<file path="src/rtl/eth_switch_pkg.sv">
// eth_switch_pkg: shared constants, types and helpers for the switch ingress path.
//   XGMII control codes, the CRC-32 residue seen after a good FCS,
//   the deframer FSM state type and the end-of-frame status record.
package eth_switch_pkg;

  localparam logic [7:0]  RX_START      = 8'hFB;
  localparam logic [7:0]  RX_TERM       = 8'hFD;
  localparam logic [7:0]  RX_ERR        = 8'hFE;
  localparam logic [7:0]  PREAMBLE      = 8'h55;
  localparam logic [7:0]  SFD           = 8'hD5;

  localparam logic [31:0] CRC32_POLY    = 32'h04C11DB7;
  localparam logic [31:0] CRC32_RESIDUE = 32'hC704DD7B;

  localparam int RX_LEN_W = 11;

  typedef enum logic [1:0] {RX_IDLE, RX_PRE, RX_DATA} RX_STATE_t;

  typedef struct packed {
    logic [RX_LEN_W-1:0] len;
    logic                fcs_ok;
    logic                err_runt;
    logic                err_oversize;
    logic                err_code;
  } rx_status_t;

  function automatic logic [2:0] popcount4(input logic [3:0] k);
    return 3'(k[0]) + 3'(k[1]) + 3'(k[2]) + 3'(k[3]);
  endfunction

  // Lane 0 (earliest byte) moves to the most significant byte.
  function automatic logic [31:0] bswap32(input logic [31:0] w);
    return {w[7:0], w[15:8], w[23:16], w[31:24]};
  endfunction

endpackage

</file>
<file path="src/rtl/eth_rx_deframer_if.sv">
// eth_rx_deframer_if: deframer output bundle.
//   out_data/out_keep/out_valid/out_last : payload word stream
//   dst_mac/src_mac/hdr_valid            : captured addresses for MAC learning
//   frame_done/frame_len/fcs_ok/err_*     : end-of-frame status
// master = deframer, slave = downstream consumer.
interface eth_rx_deframer_if #(parameter int LEN_W = 11);
  logic [31:0]      out_data;
  logic [3:0]       out_keep;
  logic             out_valid;
  logic             out_last;
  logic [47:0]      dst_mac;
  logic [47:0]      src_mac;
  logic             hdr_valid;
  logic             frame_done;
  logic [LEN_W-1:0] frame_len;
  logic             fcs_ok;
  logic             err_runt;
  logic             err_oversize;
  logic             err_code;

  modport master (output out_data, out_keep, out_valid, out_last, dst_mac, src_mac,
                  hdr_valid, frame_done, frame_len, fcs_ok, err_runt, err_oversize, err_code);
  modport slave  (input  out_data, out_keep, out_valid, out_last, dst_mac, src_mac,
                  hdr_valid, frame_done, frame_len, fcs_ok, err_runt, err_oversize, err_code);
endinterface

</file>
<file path="src/rtl/eth_crc32_32b.sv">
// eth_crc32_32b: combinational next-state for the Ethernet CRC-32 over up to
// four bytes per cycle.
//   crc_in  : current register
//   data    : bytes, lane 0 first
//   keep    : lanes to include (contiguous from lane 0)
//   crc_out : register after the kept bytes
// Bits enter LSB-first per byte (reflected CRC) but the register is kept in
// shift-left form, so a frame with a correct FCS leaves CRC32_RESIDUE.
module eth_crc32_32b
  import eth_switch_pkg::*;
(
  input  logic [31:0] crc_in,
  input  logic [31:0] data,
  input  logic [3:0]  keep,
  output logic [31:0] crc_out
);
  always_comb begin
    logic [31:0] c;
    c = crc_in;
    for (int b = 0; b < 4; b++) begin
      if (keep[b]) begin
        for (int i = 0; i < 8; i++) begin
          if (c[31] ^ data[8*b+i]) c = {c[30:0], 1'b0} ^ CRC32_POLY;
          else                     c = {c[30:0], 1'b0};
        end
      end
    end
    crc_out = c;
  end
endmodule

</file>
<file path="src/rtl/eth_rx_deframer.sv">
// eth_rx_deframer: strips start/preamble/SFD from a 32-bit XGMII lane group
// and emits payload words, captured MACs and one status per frame.
//   clk, rst_n : core clock, async active-low reset
//   rxd, rxc   : receive lanes (lane 0 first) and per-lane control flags
//   rx_out     : eth_rx_deframer_if master (payload, header, status)
//
// state   | meaning
// RX_IDLE | waiting for FB 55 55 55 start word
// RX_PRE  | expecting 55 55 55 D5 preamble/SFD word
// RX_DATA | collecting payload until terminate or a new start
module eth_rx_deframer
  import eth_switch_pkg::*;
#(
  parameter int MAX_FRAME = 1518,
  parameter int MIN_FRAME = 64,
  parameter int LEN_W     = RX_LEN_W
) (
  input  logic        clk,
  input  logic        rst_n,
  input  logic [31:0] rxd,
  input  logic [3:0]  rxc,
  eth_rx_deframer_if.master rx_out
);
  RX_STATE_t state, state_nxt;

  // Stage register: holds one word until the next cycle shows whether it is final.
  logic [31:0] stg_data, stg_data_nxt;
  logic [3:0]  stg_keep, stg_keep_nxt;
  logic        stg_valid, stg_valid_nxt;
  logic        stg_err, stg_err_nxt;

  logic [LEN_W-1:0] acc_len;
  logic [31:0]      acc_crc, crc_nxt, mac_sh0, mac_sh1;
  logic             acc_err, err_nxt;

  logic       emit, frame_end, abort, term_any, start_word, pre_ok, lane0_start, hdr_hit;
  logic [3:0] term_hit, low_mask, eff_keep;
  logic [1:0] term_k;
  logic [LEN_W:0]   len_wide;
  logic [LEN_W-1:0] len_sum;
  rx_status_t st_nxt, st_q;

  logic [31:0] out_data_q;
  logic [3:0]  out_keep_q;
  logic        out_valid_q, out_last_q, hdr_valid_q, frame_done_q;
  logic [47:0] dst_q, src_q;

  always_comb begin
    term_hit = 4'h0;
    for (int k = 0; k < 4; k++) term_hit[k] = rxc[k] && (rxd[8*k +: 8] == RX_TERM);
  end

  // Lowest terminate lane wins; low_mask covers the data lanes before it.
  always_comb begin
    term_k   = 2'd0;
    low_mask = 4'hF;
    for (int k = 3; k >= 0; k--) begin
      if (term_hit[k]) begin
        term_k   = 2'(k);
        low_mask = 4'((1 << k) - 1);
      end
    end
  end

  assign term_any    = |term_hit;
  assign lane0_start = rxc[0] && (rxd[7:0] == RX_START);
  assign start_word  = (rxc == 4'b0001) && (rxd == {PREAMBLE, PREAMBLE, PREAMBLE, RX_START});
  assign pre_ok      = (rxc == 4'b0000) && (rxd == {SFD, PREAMBLE, PREAMBLE, PREAMBLE});

  always_comb begin
    state_nxt     = state;
    stg_data_nxt  = stg_data;
    stg_keep_nxt  = stg_keep;
    stg_valid_nxt = stg_valid;
    stg_err_nxt   = stg_err;
    emit          = 1'b0;
    frame_end     = 1'b0;
    abort         = 1'b0;
    unique case (state)
      RX_IDLE, RX_PRE: begin
        // A partial final word left by a terminate in lane 1-3 drains here.
        if (stg_valid) begin
          emit          = 1'b1;
          frame_end     = 1'b1;
          stg_valid_nxt = 1'b0;
        end
        if (state == RX_IDLE) begin
          if (start_word) state_nxt = RX_PRE;
        end else begin
          state_nxt = pre_ok ? RX_DATA : RX_IDLE;
        end
      end
      RX_DATA: begin
        emit = stg_valid;
        if (lane0_start) begin
          state_nxt     = RX_PRE;
          frame_end     = 1'b1;
          abort         = 1'b1;
          stg_valid_nxt = 1'b0;
        end else if (term_any && term_k == 2'd0) begin
          state_nxt     = RX_IDLE;
          frame_end     = 1'b1;
          stg_valid_nxt = 1'b0;
        end else begin
          stg_data_nxt  = rxd;
          stg_keep_nxt  = low_mask;
          stg_valid_nxt = 1'b1;
          stg_err_nxt   = |(rxc & low_mask);
          if (term_any) state_nxt = RX_IDLE;
        end
      end
      default: state_nxt = RX_IDLE;
    endcase
  end

  assign eff_keep = emit ? stg_keep : 4'h0;
  assign len_wide = {1'b0, acc_len} + (LEN_W+1)'(popcount4(eff_keep));
  assign len_sum  = len_wide[LEN_W] ? '1 : len_wide[LEN_W-1:0];
  assign err_nxt  = acc_err | (emit & stg_err) | abort;
  assign hdr_hit  = emit && stg_keep[3] && (acc_len == LEN_W'(8));

  eth_crc32_32b u_crc (
    .crc_in  (acc_crc),
    .data    (stg_data),
    .keep    (eff_keep),
    .crc_out (crc_nxt)
  );

  always_comb begin
    st_nxt              = '0;
    st_nxt.len          = RX_LEN_W'(len_sum);
    st_nxt.fcs_ok       = (crc_nxt == CRC32_RESIDUE);
    st_nxt.err_runt     = int'(len_sum) < MIN_FRAME;
    st_nxt.err_oversize = int'(len_sum) > MAX_FRAME;
    st_nxt.err_code     = err_nxt;
  end

  always_ff @(posedge clk or negedge rst_n) begin
    if (!rst_n) begin
      state     <= RX_IDLE;
      stg_data  <= '0;
      stg_keep  <= '0;
      stg_valid <= 1'b0;
      stg_err   <= 1'b0;
    end else begin
      state     <= state_nxt;
      stg_data  <= stg_data_nxt;
      stg_keep  <= stg_keep_nxt;
      stg_valid <= stg_valid_nxt;
      stg_err   <= stg_err_nxt;
    end
  end

  always_ff @(posedge clk or negedge rst_n) begin
    if (!rst_n) begin
      acc_len <= '0;
      acc_crc <= 32'hFFFF_FFFF;
      acc_err <= 1'b0;
      mac_sh0 <= '0;
      mac_sh1 <= '0;
    end else begin
      if (frame_end || state_nxt == RX_PRE) begin
        acc_len <= '0;
        acc_crc <= 32'hFFFF_FFFF;
        acc_err <= 1'b0;
      end else if (emit) begin
        acc_len <= len_sum;
        acc_crc <= crc_nxt;
        acc_err <= err_nxt;
      end
      if (emit && acc_len == LEN_W'(0)) mac_sh0 <= bswap32(stg_data);
      if (emit && acc_len == LEN_W'(4)) mac_sh1 <= bswap32(stg_data);
    end
  end

  always_ff @(posedge clk or negedge rst_n) begin
    if (!rst_n) begin
      out_data_q   <= '0;
      out_keep_q   <= '0;
      out_valid_q  <= 1'b0;
      out_last_q   <= 1'b0;
      frame_done_q <= 1'b0;
      hdr_valid_q  <= 1'b0;
      st_q         <= '0;
      dst_q        <= '0;
      src_q        <= '0;
    end else begin
      out_data_q   <= emit ? stg_data : '0;
      out_keep_q   <= eff_keep;
      out_valid_q  <= emit;
      out_last_q   <= emit && frame_end;
      frame_done_q <= frame_end;
      hdr_valid_q  <= hdr_hit;
      if (frame_end) st_q <= st_nxt;
      if (hdr_hit) begin
        dst_q <= {mac_sh0, mac_sh1[31:16]};
        src_q <= {mac_sh1[15:0], bswap32(stg_data)};
      end
    end
  end

  assign rx_out.out_data     = out_data_q;
  assign rx_out.out_keep     = out_keep_q;
  assign rx_out.out_valid    = out_valid_q;
  assign rx_out.out_last     = out_last_q;
  assign rx_out.dst_mac      = dst_q;
  assign rx_out.src_mac      = src_q;
  assign rx_out.hdr_valid    = hdr_valid_q;
  assign rx_out.frame_done   = frame_done_q;
  assign rx_out.frame_len    = LEN_W'(st_q.len);
  assign rx_out.fcs_ok       = st_q.fcs_ok;
  assign rx_out.err_runt     = st_q.err_runt;
  assign rx_out.err_oversize = st_q.err_oversize;
  assign rx_out.err_code     = st_q.err_code;
endmodule

</file>
<file path="src/flat_wrapper.sv">
// flat-port wrapper written by rule: the top's interface ports become plain ports
module eth_rx_deframer_flat import eth_switch_pkg::*;
#(
  parameter int MAX_FRAME = 1518,
  parameter int MIN_FRAME = 64,
  parameter int LEN_W     = RX_LEN_W
)
  (clk, rst_n, rxd, rxc, rx_out_out_data, rx_out_out_keep, rx_out_out_valid, rx_out_out_last, rx_out_dst_mac, rx_out_src_mac, rx_out_hdr_valid, rx_out_frame_done, rx_out_frame_len, rx_out_fcs_ok, rx_out_err_runt, rx_out_err_oversize, rx_out_err_code);
  eth_rx_deframer_if #(.LEN_W(LEN_W)) rx_out_i ();
  input  logic clk;
  input  logic rst_n;
  input  logic [31:0] rxd;
  input  logic [3:0] rxc;
  output wire logic [$bits(rx_out_i.out_data)-1:0] rx_out_out_data;
  output wire logic [$bits(rx_out_i.out_keep)-1:0] rx_out_out_keep;
  output wire logic [$bits(rx_out_i.out_valid)-1:0] rx_out_out_valid;
  output wire logic [$bits(rx_out_i.out_last)-1:0] rx_out_out_last;
  output wire logic [$bits(rx_out_i.dst_mac)-1:0] rx_out_dst_mac;
  output wire logic [$bits(rx_out_i.src_mac)-1:0] rx_out_src_mac;
  output wire logic [$bits(rx_out_i.hdr_valid)-1:0] rx_out_hdr_valid;
  output wire logic [$bits(rx_out_i.frame_done)-1:0] rx_out_frame_done;
  output wire logic [$bits(rx_out_i.frame_len)-1:0] rx_out_frame_len;
  output wire logic [$bits(rx_out_i.fcs_ok)-1:0] rx_out_fcs_ok;
  output wire logic [$bits(rx_out_i.err_runt)-1:0] rx_out_err_runt;
  output wire logic [$bits(rx_out_i.err_oversize)-1:0] rx_out_err_oversize;
  output wire logic [$bits(rx_out_i.err_code)-1:0] rx_out_err_code;
  assign rx_out_out_data = rx_out_i.out_data;
  assign rx_out_out_keep = rx_out_i.out_keep;
  assign rx_out_out_valid = rx_out_i.out_valid;
  assign rx_out_out_last = rx_out_i.out_last;
  assign rx_out_dst_mac = rx_out_i.dst_mac;
  assign rx_out_src_mac = rx_out_i.src_mac;
  assign rx_out_hdr_valid = rx_out_i.hdr_valid;
  assign rx_out_frame_done = rx_out_i.frame_done;
  assign rx_out_frame_len = rx_out_i.frame_len;
  assign rx_out_fcs_ok = rx_out_i.fcs_ok;
  assign rx_out_err_runt = rx_out_i.err_runt;
  assign rx_out_err_oversize = rx_out_i.err_oversize;
  assign rx_out_err_code = rx_out_i.err_code;
  eth_rx_deframer #(.MAX_FRAME(MAX_FRAME), .MIN_FRAME(MIN_FRAME), .LEN_W(LEN_W)) u_core (.clk(clk), .rst_n(rst_n), .rxd(rxd), .rxc(rxc), .rx_out(rx_out_i));
endmodule
</file>
<file path="config.mk">
export PLATFORM = sky130hd
export DESIGN_NAME = eth_rx_deframer_flat
export DESIGN_NICKNAME = d
export VERILOG_FILES = /design/src/rtl/eth_switch_pkg.sv /design/src/rtl/eth_rx_deframer_if.sv /design/src/rtl/eth_crc32_32b.sv /design/src/rtl/eth_rx_deframer.sv /design/src/flat_wrapper.sv
export SDC_FILE = /design/constraint.sdc
export NUM_CORES = 1
export LEC_CHECK = 0
export ABC_AREA = 1
export CAP_MARGIN = 20
export CORE_MARGIN = 10
export CORE_UTILIZATION = 55
export CTS_BUF_LIST = sky130_fd_sc_hd__clkbuf_16
export DETAILED_ROUTE_END_ITERATION = 10
export GPL_TIMING_DRIVEN = 0
export PLACE_DENSITY = 0.77
export SLEW_MARGIN = 0
export SYNTH_ARGS = -nofsm -noshare
export SYNTH_HDL_FRONTEND = slang
export SYNTH_SLANG_ARGS = --single-unit
</file>
<file path="constraint.sdc">
create_clock -name clk -period 5.69 [get_ports clk]
set_input_delay 1.138 -clock clk [delete_from_list [all_inputs] [get_ports clk]]
set_output_delay 1.138 -clock clk [all_outputs]
set_load 0.01 [all_outputs]
</file>
# ---- Yosys cells after proc, flatten, opt, wreduce, memory -nomap -nowiden
# Cells that the tools add are included.
dict set report totals {
  regBits 299
  output_inout_bits 151
  word_cells 235
  inputBits 38
}
dict set report classes {
  bitwise_logic 70
  n_eq_ne 14
  order_cmp 2
  n_mux 98
  reduce_logical 24
  add_sub_neg 4
}
# op count
set op_table {}
lappend op_table {{$mux 32} 35}
lappend op_table {{$mux 27} 32}
lappend op_table {{$not 14->14} 32}
lappend op_table {{$eq 32x32->1 const B} 2}
lappend op_table {{$eq 8x8->1 const B} 5}
lappend op_table {{$mux 11} 3}
lappend op_table {{$eq 32x31->1 const B} 1}
lappend op_table {{$xor 1x1->1} 32}
lappend op_table {{$mux 2} 10}
lappend op_table {{$mux 4} 5}
lappend op_table {{$logic_and 1x1->1} 13}
lappend op_table {{$add 11x3->12} 1}
lappend op_table {{$eq 11x3->1 const B} 1}
lappend op_table {{$eq 11x4->1 const B} 1}
lappend op_table {{$gt 11x11->1 const B} 1}
lappend op_table {{$logic_not 11->1} 1}
lappend op_table {{$lt 11x7->1 const B} 1}
lappend op_table {{$mux 1} 9}
lappend op_table {{$reduce_or 4->1} 2}
lappend op_table {{$add 3x1->3} 2}
lappend op_table {{$pmux 1 s2} 3}
lappend op_table {{$and 4x4->4} 1}
lappend op_table {{$eq 2x1->1 const B} 2}
lappend op_table {{$eq 4x1->1 const B} 1}
lappend op_table {{other kinds (12)} 16}

# ---- Logic depth before layout (Yosys ltp)
# Gate-level depths: netlist of the first run.
dict set report depth {
  depth_word 100
  ltp_mapped 40
  ltp_nobuf 40
}

# ---- Modules after synthesis
# A second synthesis of the first run with hierarchy kept.
dict set report hier_totals {
  hier_cells 2673
  area_unflattened_um2 18746.7
}
# module instances seq_area_each_um2 area_each_um2 cells_each
set by_module_without_submodules {}
lappend by_module_without_submodules {eth_rx_deframer 1 7522.2 11835.1 1248}
lappend by_module_without_submodules {eth_crc32_32b 1 0.0 6911.6 1425}

# ---- Worst setup path before layout of the first run
# Ideal clock, no wire load.
dict set report synth_path {
  path_kind {register to register}
  from {reg u_core.state[1]}
  to {reg u_core.st_q, in the netlist u_core.rx_out.err_oversize}
  stages_incl_launch_ff 25
  setup_slack_ns 1.509
  setup_ns 0.083
  required_ns 5.607
  arrival_time_ns 4.098
  period_less_slack_ns 4.181
  n_path_buf 4
  cell_sequence {dfrtp_1 -> nand2_1 -> nand2_2 -> buf_6 -> nor2_1 -> buf_2 -> clkbuf_1 -> clkbuf_1 -> ha_1 -> inv_1 -> fa_1 -> inv_1 -> ha_1 -> ha_1 -> nand3_1 -> and2_1 -> inv_1 -> nand4_1 -> inv_1 -> nand2_1 -> inv_1 -> nor2_1 -> o41ai_1 -> a31oi_1 -> o21ai_0}
}
dict set report synth_via {
  elab_chain_cells 10
}
# element line
set synth_rtl {}
lappend synth_rtl {{from (decl)} eth_rx_deframer.sv:24} ;# RX_STATE_t state, state_nxt;
lappend synth_rtl {{from (signal assigned)} eth_rx_deframer.sv:146} ;# state <= state_nxt;
lappend synth_rtl {{$eq 2x1->1 or $logic_not 2->1 (tied branches)} eth_rx_deframer.sv:79} ;# unique case (state)
lappend synth_rtl {{$reduce_or 2->1} eth_rx_deframer.sv:79}
lappend synth_rtl {{$pmux 1 s2 (*)} eth_rx_deframer.sv:79}
lappend synth_rtl {{$mux 4 (*)} eth_rx_deframer.sv:116} ;# assign eff_keep = emit ? stg_keep : 4'h0;
lappend synth_rtl {{named net u_core.eff_keep[1]} eth_rx_deframer.sv:37} ;# logic [3:0] term_hit, low_mask, eff_keep;
lappend synth_rtl {{$add 1x1->2 (*)} eth_switch_pkg.sv:28} ;# return 3'(k[0]) + 3'(k[1]) + 3'(k[2]) + 3'(k[3]);
lappend synth_rtl {{$add 3x1->3 (*) (2 in series)} eth_switch_pkg.sv:28}
lappend synth_rtl {{$add 11x3->12 (*)} eth_rx_deframer.sv:117} ;# assign len_wide = {1'b0, acc_len} + (LEN_W+1)'(popcount4(eff_keep));
lappend synth_rtl {{$mux 11 (*)} eth_rx_deframer.sv:118} ;# assign len_sum = len_wide[LEN_W] ? '1 : len_wide[LEN_W-1:0];
lappend synth_rtl {{$gt 11x11->1 (*)} eth_rx_deframer.sv:134} ;# st_nxt.err_oversize = int'(len_sum) > MAX_FRAME;
lappend synth_rtl {{to (signal assigned)} eth_rx_deframer.sv:194} ;# if (frame_end) st_q <= st_nxt;
lappend synth_rtl {{to (decl)} eth_rx_deframer.sv:41} ;# rx_status_t st_nxt, st_q;
# The timed path passes the listed nets; every way through them passes the cells marked *.
# A chain may end at the register's enable or synchronous reset.

# ---- Worst setup path in the final report of the first run
dict set report layout_path {
  from {reg u_core.state[1]}
  to {reg u_core.st_q, in the netlist u_core.rx_out.err_oversize}
}
dict set report layout_via {
  elab_chain_cells 10
}
# element line
set layout_rtl {}
lappend layout_rtl {{$eq 2x1->1 or $logic_not 2->1 (tied branches)} eth_rx_deframer.sv:79}
lappend layout_rtl {{$reduce_or 2->1} eth_rx_deframer.sv:79}
lappend layout_rtl {{$pmux 1 s2} eth_rx_deframer.sv:79}
lappend layout_rtl {{$mux 4} eth_rx_deframer.sv:116}
lappend layout_rtl {{$add 1x1->2} eth_switch_pkg.sv:28}
lappend layout_rtl {{$add 3x1->3 (2 in series)} eth_switch_pkg.sv:28}
lappend layout_rtl {{$add 11x3->12} eth_rx_deframer.sv:117}
lappend layout_rtl {{$mux 11} eth_rx_deframer.sv:118}
lappend layout_rtl {{$gt 11x11->1} eth_rx_deframer.sv:134}
# Several ways; a longest one is shown, not always the timed one.

==> results of run 1 <==
-- power by group through the flow --
stage               clock network [uW]  registers (uW)  logic, uW
detailed placement                   0            2170       91.3
CTS                               2170            2130       92.3
global placement                     0            2170       84.4
finish                            2170            2130       91.3
global route                      2260            2130        100
floorplan                            0            2170       8.16
-- sequential cells by signal, indices dropped and copies added (netlist names), 11 cells and up --
| signal | count |
|---|---|
| u_core.rx_out.dst_mac | 48 |
| u_core.rx_out.out_data | 32 |
| u_core.acc_len | 11 |
| u_core.rx_out.src_mac | 48 |
| u_core.rx_out.frame_len | 11 |
| u_core.acc_crc | 32 |
| u_core.mac_sh1 | 32 |
| u_core.stg_data | 32 |
| u_core.mac_sh0 | 32 |
-- critical path: cells and delay by family, from the launching register on --
kind | cells | cell delay [ns]
AND/OR/NAND/NOR | 8 | 1.23
AO/OA/AOI/OAI | 3 | 0.75
buffers and inverters | 8 | 1.60
adder cells (fa/ha/maj) | 3 | 1.08
flip-flops | 1 | 0.42
-- final cells by class --
cell class / count / area (sq um) / area share (%)
Antenna cell: 13 / 32.53 / 0.1489
Buffer: 78 / 341.6 / 1.564
Clock buffer: 34 / 850.8 / 3.896
Clock inverter: 25 / 235.2 / 1.077
Inverter: 205 / 772.0 / 3.535
Multi-Input combinational cell: 2097 / 9592 / 43.92
Sequential cell: 299 / 7522 / 34.44
Tap cell: 442 / 553.0 / 2.532
Timing Repair Buffer: 190 / 1942 / 8.891
-- timing repair --
action	4_1_cts	5_1_grt
resized for setup	0	3
endpoints found under the setup margin	0	2
endpoints found under the hold margin	0	0
-- metal layers --
layer	routed length, microns	track usage (%)	vias up
li1	-	-	8958
met1	28730	44.99	9428
met2	32440	53.81	1209
met3	8048	6.925	193
met4	2706	12.81	0
met5	0	0	-
-- final timing paths --
| check | startpoint | endpoint | cells after the start |
|---|---|---|---|
| worst min-delay path | u_core.mac_sh0[9] | u_core.rx_out.dst_mac[25] | 2 |
| min in group asynchronous | rst_n | u_core.rx_out.dst_mac[11] | 1 |
| worst max-delay path | u_core.state[1] | u_core.rx_out.err_oversize | 22 |
| worst min register to register | u_core.mac_sh0[9] | u_core.rx_out.dst_mac[25] | 2 |
| max in group asynchronous | rst_n | u_core.rx_out.frame_len[2] | 2 |
| worst max register to register | u_core.state[1] | u_core.rx_out.err_oversize | 22 |
-- synthesized netlist by cell type, types with 2 or more instances --
cell type	instances
buf_4	2
xnor2_1	10
nand3_2	14
nand3b_1	2
o21ai_1	9
o22ai_1	10
inv_2	40
clkbuf_1	56
clkinv_1	3
nor2_1	97
and2_1	2
inv_1	161
or2_2	11
nand2_1	1217
fa_1	2
nand2_2	102
nand3_1	327
or2_1	3
xor2_1	41
nand2_4	15
dfstp_2	32
buf_1	8
nor3_1	13
xor2_2	2
a21boi_0	2
nand4_1	16
buf_2	8
o21ai_0	157
a31oi_1	4
a21boi_1	3
dfrtp_1	267
a21oi_1	7
buf_6	4
nor3b_1	3
nor4_1	10
ha_1	5
o41ai_1	2
-- stage by stage --
stage          hold slack, ns  std cells  util [%]  cell area (sq um)  TNS (ns)
2_1_floorplan          0.4422       2679         -              18220         0
3_3_place_gp           0.4505       3309     63.33              20660  -2563.72
3_5_place_dp           0.4556       3311     63.52              20720         0
4_1_cts                0.4696       3370     66.85              21800         0
5_1_grt                0.5060       3380     66.94              21830         0
6_report               0.4725       3383     66.96              21840         0
-- logic make-up (layout without fill, tap and decap cells) --
logic type               count (synthesis)  count (layout)  share of synthesized area [%]
flip-flops                             299             299                          41.28
AO/OA/AOI/OAI                          200             200                          5.802
adder cells (fa/ha/maj)                  7               7                         0.5630
buffers and inverters                  283             532                          6.104
other                                    0              13                              0
AND/OR/NAND/NOR                       1836            1836                          43.54
XOR/XNOR                                54              54                          2.719
==> run metrics, run 1 <==
outcome complete, no violations; synthesized area per cell 6.802 sq um; Initial Util 55.87%; pre-CTS WS 0.3529 ns; total routed wirelength 71,920 microns; crit-path most repeated cell inv_1; CTS Buf Count 34; r2r setup slk 0.50 ns; Die X 202.0 microns; Lkg Pwr 0.01139 uW; initial antenna violation count 11; WP data required 6.13 ns; TritonCTS clock tree built; switching share of power 22.54%; EDFF count, synth 0; DRC 0; async set-or-reset flop fraction in the synthesized netlist 100.0%; Distinct cells, synth 49; internal power 3398 uW; Seq/Total Area, Yosys 41.28%; total die area 40,810 sq um; cell taking the most area after synthesis dfrtp_1; total gr overflow 0; Setup crit start kind register; CORE AREA 32,620 sq um; worst vdd ir 227.9 uV; H-tree levels 2; Slew HR 38.55%; synthesized flop and latch total 299; FILL cells 2,773; final critical-path share of the clock period 91.14%; # setup viols final 0; Yosys top cell area share 36.66%; Post-Syn Area 18,220 sq um; FMAX 0.1928 GHz; crit end category register; max_cap viols 0; most common cell after layout, fill and taps aside nand2_1; Vias/cell 5.849; PD cells 200.8 nW/um^2; Synth Warn # 0; Setup Skew 0.01700 ns; fin crit period 5.186 ns; GRT Total Usage 33.94%; slowest stage delay, CP 0.54 ns; CTS Buffer Depth 3; Crit Path Max Fanout 10; global placer's final weighted congestion 1.046; via count 19,790; top_reg_cell synth dfrtp_1; Final Hold Viols 0; switching pwr 988.6 uW; Area growth, synth to finish 19.85%; Slew @ Worst Pin 0.9133 ns; Synthesized Nets 2,724; slowest cell on the critical path fa_1; Post-CTS Setup Bufs 0; Clk pwr share 49.4%; CTS sink count 299; Seq pwr share 48.5%; combinational fraction of design power 2.1%; num ports 189; Skew-Pair Late Insertion Delay 0.53 ns; RSZ-0062 raised after global routing no; Final HPWL DP 55,590 microns; CTS Hold Bufs 0; Die Span Y 202.0 microns; crit path kind register to register; most frequent cells in the layout 1,217 x nand2_1, 327 x nand3_1, 267 x dfrtp_1; Worst Hold Class register to register; placement row count 66; vias in the first global route 18,630; top cells by area, synth dfrtp_1 37%, nand2_1 25%, nand3_1 9.0%, dfstp_2 4.6%, o21ai_0 4.3%; drt wl/cell 21.26 microns; Layout Nets 2,950; Slew Viols, Final 0; global-route wire length before repair 108,400 microns; DR iter-0 viols 2,405; Gate Count Post-Synth 2,679; clk slew on worst S/H paths 0.06 ns; crit path DAT 5.62 ns; antenna viol nets, final 0; buffers added on ports 188; crit-path cells nand2_1 > nand2_2 > buf_6 > nor2_2 > inv_1 > clkbuf_1 > clkbuf_1 > fa_1 > inv_1 > ha_1 > ha_1 > nand3_1 > and2_1 > inv_1 > nand4_1 > inv_1 > nand2_1 > inv_1 > nor2_1 > o41ai_1 > a31oi_1 > o21ai_0; Pwr Total 4386 uW; root buffer cell clkbuf_16; post-route setup slack 0.5044 ns; pin count of the biggest net entering global routing 127; Pre-antenna DRT Iters 6; share of layout cells above drive strength 1 9.904%
No activity file was read; power rests on OpenSTA's default activity.
==> run 2: changes to the inputs <==
--- a/config.mk
+++ b/config.mk
@@ -12,6 +12,7 @@
 export CTS_BUF_LIST = sky130_fd_sc_hd__clkbuf_16
 export DETAILED_ROUTE_END_ITERATION = 10
 export GPL_TIMING_DRIVEN = 0
+export HOLD_SLACK_MARGIN = 0.15
 export PLACE_DENSITY = 0.77
 export SLEW_MARGIN = 0
 export SYNTH_ARGS = -nofsm -noshare
==> results of run 2 <==
Final layout, timing and power as in run 1 (identical DEF).
